### src/rtl/pipe_pkg.sv
// Shared definitions for the pipeline-stage register: control-vector bit
// positions and the stage occupancy state encoding.
package pipe_pkg;

   // Bit positions inside the default 4-bit control vector
   localparam int CTRL_WMEM = 0;
   localparam int CTRL_RMEM = 1;
   localparam int CTRL_WREG = 2;
   localparam int CTRL_JMP  = 3;

   // Stage occupancy: nothing held, main entry full, main and skid full
   typedef enum logic [1:0] {
      ST_EMPTY = 2'd0,
      ST_ONE   = 2'd1,
      ST_TWO   = 2'd2
   } stage_state_e;

endpackage

### src/rtl/pipe_slot.sv
// One storage entry of a pipeline stage: valid flag plus data/dest/ctrl.
// Clearing drops only the valid flag so the payload keeps its last value.
module pipe_slot #(
   parameter int DATA_W = 32,
   parameter int DEST_W = 4,
   parameter int CTRL_W = 4
) (
   input  logic              clk,
   input  logic              rst,
   input  logic              load,
   input  logic              clear,
   input  logic [DATA_W-1:0] d_data,
   input  logic [DEST_W-1:0] d_dest,
   input  logic [CTRL_W-1:0] d_ctrl,
   output logic              valid,
   output logic [DATA_W-1:0] data,
   output logic [DEST_W-1:0] dest,
   output logic [CTRL_W-1:0] ctrl
);

   logic              valid_reg;
   logic [DATA_W-1:0] data_reg;
   logic [DEST_W-1:0] dest_reg;
   logic [CTRL_W-1:0] ctrl_reg;

   // Load takes priority over clear; reset zeroes the whole entry
   always_ff @(posedge clk) begin
      if (rst) begin
         valid_reg <= 1'b0;
         data_reg  <= '0;
         dest_reg  <= '0;
         ctrl_reg  <= '0;
      end else if (load) begin
         valid_reg <= 1'b1;
         data_reg  <= d_data;
         dest_reg  <= d_dest;
         ctrl_reg  <= d_ctrl;
      end else if (clear) begin
         valid_reg <= 1'b0;
      end
   end

   assign valid = valid_reg;
   assign data  = data_reg;
   assign dest  = dest_reg;
   assign ctrl  = ctrl_reg;

endmodule

### src/rtl/pipe_stage_skid.sv
// Pipeline-stage register with valid/ready handshake, optional second
// (skid) entry, synchronous flush that turns the stage into a bubble,
// and a forwarding tap driven from the presented item.
module pipe_stage_skid
   import pipe_pkg::*;
#(
   parameter int DATA_W   = 32,
   parameter int DEST_W   = 4,
   parameter int CTRL_W   = 4,
   parameter int WREG_BIT = CTRL_WREG,
   parameter int SKID     = 1
) (
   input  logic              clk,
   input  logic              rst,
   input  logic              flush,
   input  logic              in_valid,
   output logic              in_ready,
   input  logic [DATA_W-1:0] in_data,
   input  logic [DEST_W-1:0] in_dest,
   input  logic [CTRL_W-1:0] in_ctrl,
   output logic              out_valid,
   input  logic              out_ready,
   output logic [DATA_W-1:0] out_data,
   output logic [DEST_W-1:0] out_dest,
   output logic [CTRL_W-1:0] out_ctrl,
   output logic              fwd_valid,
   output logic [DEST_W-1:0] fwd_dest,
   output logic [DATA_W-1:0] fwd_data,
   output logic [1:0]        occupancy
);

   stage_state_e state_reg, state_next;
   logic         in_ready_reg;

   logic         in_fire, out_fire;
   logic         main_load, main_clr, main_sel_skid;
   logic         skid_load, skid_clr;

   logic              main_valid;
   logic [DATA_W-1:0] main_data;
   logic [DEST_W-1:0] main_dest;
   logic [CTRL_W-1:0] main_ctrl;

   logic              skid_valid;
   logic [DATA_W-1:0] skid_data;
   logic [DEST_W-1:0] skid_dest;
   logic [CTRL_W-1:0] skid_ctrl;

   logic [DATA_W-1:0] main_d_data;
   logic [DEST_W-1:0] main_d_dest;
   logic [CTRL_W-1:0] main_d_ctrl;

   assign in_fire  = in_valid && in_ready;
   assign out_fire = out_valid && out_ready;

   // Next-state and slot control; flush beats both handshakes
   always_comb begin
      state_next    = state_reg;
      main_load     = 1'b0;
      main_clr      = 1'b0;
      main_sel_skid = 1'b0;
      skid_load     = 1'b0;
      skid_clr      = 1'b0;
      if (flush) begin
         state_next = ST_EMPTY;
         main_clr   = 1'b1;
         skid_clr   = 1'b1;
      end else begin
         case (state_reg)
            ST_EMPTY: begin
               if (in_fire) begin
                  state_next = ST_ONE;
                  main_load  = 1'b1;
               end
            end
            ST_ONE: begin
               if (in_fire && out_fire) begin
                  main_load = 1'b1;
               end else if (in_fire && (SKID == 1)) begin
                  state_next = ST_TWO;
                  skid_load  = 1'b1;
               end else if (out_fire) begin
                  state_next = ST_EMPTY;
                  main_clr   = 1'b1;
               end
            end
            ST_TWO: begin
               if (out_fire) begin
                  state_next    = ST_ONE;
                  main_load     = 1'b1;
                  main_sel_skid = 1'b1;
                  skid_clr      = 1'b1;
               end
            end
            default: begin
               state_next = ST_EMPTY;
               main_clr   = 1'b1;
               skid_clr   = 1'b1;
            end
         endcase
      end
   end

   // State register plus the registered ready (low only when both entries are full)
   always_ff @(posedge clk) begin
      if (rst) begin
         state_reg    <= ST_EMPTY;
         in_ready_reg <= 1'b1;
      end else begin
         state_reg    <= state_next;
         in_ready_reg <= (state_next != ST_TWO);
      end
   end

   // Main entry reloads from the skid when draining the second item
   assign main_d_data = main_sel_skid ? skid_data : in_data;
   assign main_d_dest = main_sel_skid ? skid_dest : in_dest;
   assign main_d_ctrl = main_sel_skid ? skid_ctrl : in_ctrl;

   pipe_slot #(
      .DATA_W (DATA_W),
      .DEST_W (DEST_W),
      .CTRL_W (CTRL_W)
   ) u_main (
      .clk    (clk),
      .rst    (rst),
      .load   (main_load),
      .clear  (main_clr),
      .d_data (main_d_data),
      .d_dest (main_d_dest),
      .d_ctrl (main_d_ctrl),
      .valid  (main_valid),
      .data   (main_data),
      .dest   (main_dest),
      .ctrl   (main_ctrl)
   );

   generate
      if (SKID == 1) begin : gen_skid
         pipe_slot #(
            .DATA_W (DATA_W),
            .DEST_W (DEST_W),
            .CTRL_W (CTRL_W)
         ) u_skid (
            .clk    (clk),
            .rst    (rst),
            .load   (skid_load),
            .clear  (skid_clr),
            .d_data (in_data),
            .d_dest (in_dest),
            .d_ctrl (in_ctrl),
            .valid  (skid_valid),
            .data   (skid_data),
            .dest   (skid_dest),
            .ctrl   (skid_ctrl)
         );
         // Ready comes straight from a flop; held low while in reset
         assign in_ready = in_ready_reg && !rst;
      end else begin : gen_no_skid
         assign skid_valid = 1'b0;
         assign skid_data  = '0;
         assign skid_dest  = '0;
         assign skid_ctrl  = '0;
         // Single entry: accept when empty or when the held item leaves this cycle
         assign in_ready = !rst && (!main_valid || out_ready);
      end
   endgenerate

   // Bubbles carry an all-zero control vector so no stray write/jump escapes
   assign out_valid = main_valid;
   assign out_data  = main_data;
   assign out_dest  = main_dest;
   assign out_ctrl  = main_valid ? main_ctrl : '0;

   assign fwd_valid = out_valid && out_ctrl[WREG_BIT];
   assign fwd_dest  = out_dest;
   assign fwd_data  = out_data;

   assign occupancy = {1'b0, main_valid} + {1'b0, skid_valid};

endmodule

### config.mk
export PLATFORM = sky130hd
export DESIGN_NAME = pipe_stage_skid
export DESIGN_NICKNAME = d
export VERILOG_FILES = /design/src/rtl/pipe_pkg.sv /design/src/rtl/pipe_slot.sv /design/src/rtl/pipe_stage_skid.sv
export SDC_FILE = /design/constraint.sdc
export NUM_CORES = 1
export LEC_CHECK = 0
export CORE_MARGIN = 8
export CORE_UTILIZATION = 42
export DETAILED_ROUTE_END_ITERATION = 8
export GPL_TIMING_DRIVEN = 0
export PLACE_DENSITY = 0.76
export SYNTH_ARGS = -nofsm -noshare
export SYNTH_HDL_FRONTEND = slang
export SYNTH_HIERARCHICAL = 1
export SYNTH_SLANG_ARGS = --single-unit
### constraint.sdc
create_clock -name clk -period 1.6 [get_ports clk]
set_clock_uncertainty 0.15 [all_clocks]
set_input_delay 0.32 -clock clk [delete_from_list [all_inputs] [get_ports clk]]
set_output_delay 0.32 -clock clk [all_outputs]
set_load 0.01 [all_outputs]
==> impl_results.md <==
- Worst hold path class: in -> reg
- Overflow after GRT: 0
- DP HPWL: ~7000 um
- Multi-input gate area: between 1500 and 2000 um2
- First-pass GRT wire length: 16,650 um
- Placed Instances: around 640
- Largest stage delay on the critical path: 0.38 ns
- # setup viols final: 84
- Failing checks: setup timing
- Status: finished, violations left
- Tcrit/Tclk final: 120.1%
- Critical path class: reg -> reg
- DR DRC count: 0
- Worst Setup Start Kind: register
- Crit-path slowest cell: dfxtp_4
- RSZ-0062 raised after global routing: true
- Worst Path Arrival: 2.01 ns
- CP Capture Type: register
- DIE AREA: 13,060 um2
- Place WS: -0.8098 ns
- Syn Area/Cell: between 10 and 15 um2
- Slew headroom: 74.92%
- Synthesized instance count: about 380
- Crit path time final: 1.922 ns
- Power Density: 752.3 nW/um2
- Initial drt markers: 73
- Routed WL: 10,680 um
- TritonCTS Buffers: 9
- VDD IR max: 0.4877 mV
- All-Layer GR Usage: 16.12%
- Fmax: 520.3 MHz
- Clock Sinks: 85
- CTS tree: built
- Synth area leader: dfxtp_1
- Ys flop type: dfxtp_1
- Worst-Margin Slew: 0.3762 ns
- Mapped Area: 4056 um2
- Syn Nets: 424
- Leakage: around 2.7 nW
- Proportion of layout cells with a drive suffix above 1: about 37%
- H-tree lvl count: 3
- Vias in the first global route: between 3,000 and 4,000
- Total Power: 0.004657 W
- Final worst setup slack: -0.3221 ns
- Wire length per cell: about 16 um
- Final RePlAce weighted congestion: between 0.7 and 0.8
- Netlist cell types: 31
- Crit path max fanout: 10
- Die X: 114.3 um
- Boundary pin count: approximately 130
- Non-filler cells in the finished layout: 675
- Final net count: 583
- CP Cell Sequence: and4bb_1, o21bai_1, a21oi_2, buf_6, buf_12, mux2i_1, nor2_2
- Clock root buffer master: clkbuf_8
- Max-cap violation count: 0
- Largest net degree at the start of global routing: 15
- Sequential element share of the synthesized area: 41.95%
- Post-synth EDFFs: 0
- FP Rows: 36
- CP required: between 1.5 and 2 ns
- Asr flop ratio synth: 0%
- Final hold viol count: 0
- Pre-antenna DRT Iters: 4
- Via Count: between 3,000 and 4,000
- Fillers: 777
- Area Growth Syn to Fin: 52.59%
- Die H: 114.3 um
- Clk slew on worst S/H paths: ~0.09 ns
- CTS max path bufs: 2
- Top cell type's share of synthesized area: 41.95%
- Synth Register Bits: 85
- Top cells by area, synth: dfxtp_1 42%, mux2i_1 20%, mux2_2 10%
- Post-DR vias/cell: 4.618
- Ant diodes: 0
- YS warnings: 6
- Initial antenna violation count: 0
- Routed Antenna Nets: 0
- Reg area: 1747 um2
- Core area: 9594 um2
- Starting Density: about 42%
- Final Max Tran Viols: 0
- Clock Latency Late Sink: 0.35 ns
- Number of port buffers: 125
stage by stage:
| step | TNS (ns) | utilization [%] | area, um2 | hold slack (ns) |
|---|---|---|---|---|
| after floorplan | -2.266 | - | 4126 | 0.2385 |
| after global placement | -59.55 | 57.79 | 5544 | 0.3163 |
| after detailed placement | -62.85 | 57.79 | 5544 | 0.3284 |
| after CTS | -16.86 | 62.68 | 6013 | 0.2785 |
| after global routing | -24.63 | 64.51 | 6190 | 0.3458 |
| final | -19.82 | 64.51 | 6190 | 0.3165 |
timing repair:
action / 4_1_cts / 5_1_grt
hold endpoints to repair: 0 / 0
hold buffers: 0 / 0
resized for setup: 151 / 42
endpoints found under the setup margin: 165 / 100
cloned: 7 / 1
pin swaps: 3 / 5
setup buffers: 9 / 6
worst max-delay path, delay by kind of cell (launching register included):
kind | cells | cell delay [ns]
AOI/OAI and AO/OA | 2 | 0.31
muxes | 1 | 0.23
DFF | 1 | 0.38
and+or+nand+nor | 2 | 0.36
buffers and inverters | 2 | 0.39
layout by cell type, fill, tap and decap left out, types with 6 or more instances in the layout:
master	instances
mux2_4	15
clkdlybuf4s15_1	7
mux2_2	22
dfxtp_2	27
nor2_2	6
buf_4	43
mux2i_1	76
nor2_1	74
buf_6	17
dfxtp_1	55
clkbuf_8	11
clkdlybuf4s50_1	40
buf_12	14
dlygate4sd2_1	69
buf_2	9
Yosys cell counts (2+ instances only):
cell / number
buf_6: 6
mux2i_1: 80
a21o_1: 2
clkbuf_1: 2
buf_4: 37
nor2_1: 74
a21oi_1: 3
nand2_1: 3
buf_2: 8
nand2b_1: 3
dfxtp_1: 85
buf_12: 8
and2_1: 5
mux2_1: 3
inv_1: 2
mux2_2: 37
nor2_2: 6
power breakdown:
part / switching, W / internal [W]
registers: 0.0000311 / 0.00216
clock network: 0.000793 / 0.00106
logic: 0.000247 / 0.000364
total: 0.00107 / 0.00359
path summary, 6_finish.rpt:
check / startpoint / end / slack [ns] / cells past startpoint
worst min register to register: gen_skid.u_skid/data[3] / gen_skid.u_skid/data[3] / 0.34 / 2
worst min-delay path: rst / state_reg[1] / 0.32 / 2
worst max-delay path: state_reg[1] / u_main/ctrl[0] / -0.32 / 7
worst max register to register: state_reg[1] / u_main/ctrl[0] / -0.32 / 7
cell type report:
| type | count | share of cell area (%) |
|---|---|---|
| plain buffers | 61 | 9.480 |
| clock buffers | 12 | 2.850 |
| clock inverters | 4 | 1.233 |
| inverters | 2 | 0.1213 |
| multi-input cells | 230 | 30.89 |
| flip-flops and latches | 85 | 28.22 |
| well taps | 133 | 2.689 |
| repair buffers | 148 | 24.52 |
routing by layer:
metal	vias up	global-route usage (%)	wire length (um)
met2	78	28.55	5443
met3	14	3.745	528
met1	1469	18.01	4495
li1	1556	-	-
met4	0	7.098	208
met5	-	0	0
cell families after synthesis:
group	synth area share (%)
fa+ha+maj	0.3084
buf+inv	13.82
simple gates	11.17
mux	30.85
compound gates	1.912
flops	41.95
No activity file was read; power rests on OpenSTA's default activity.
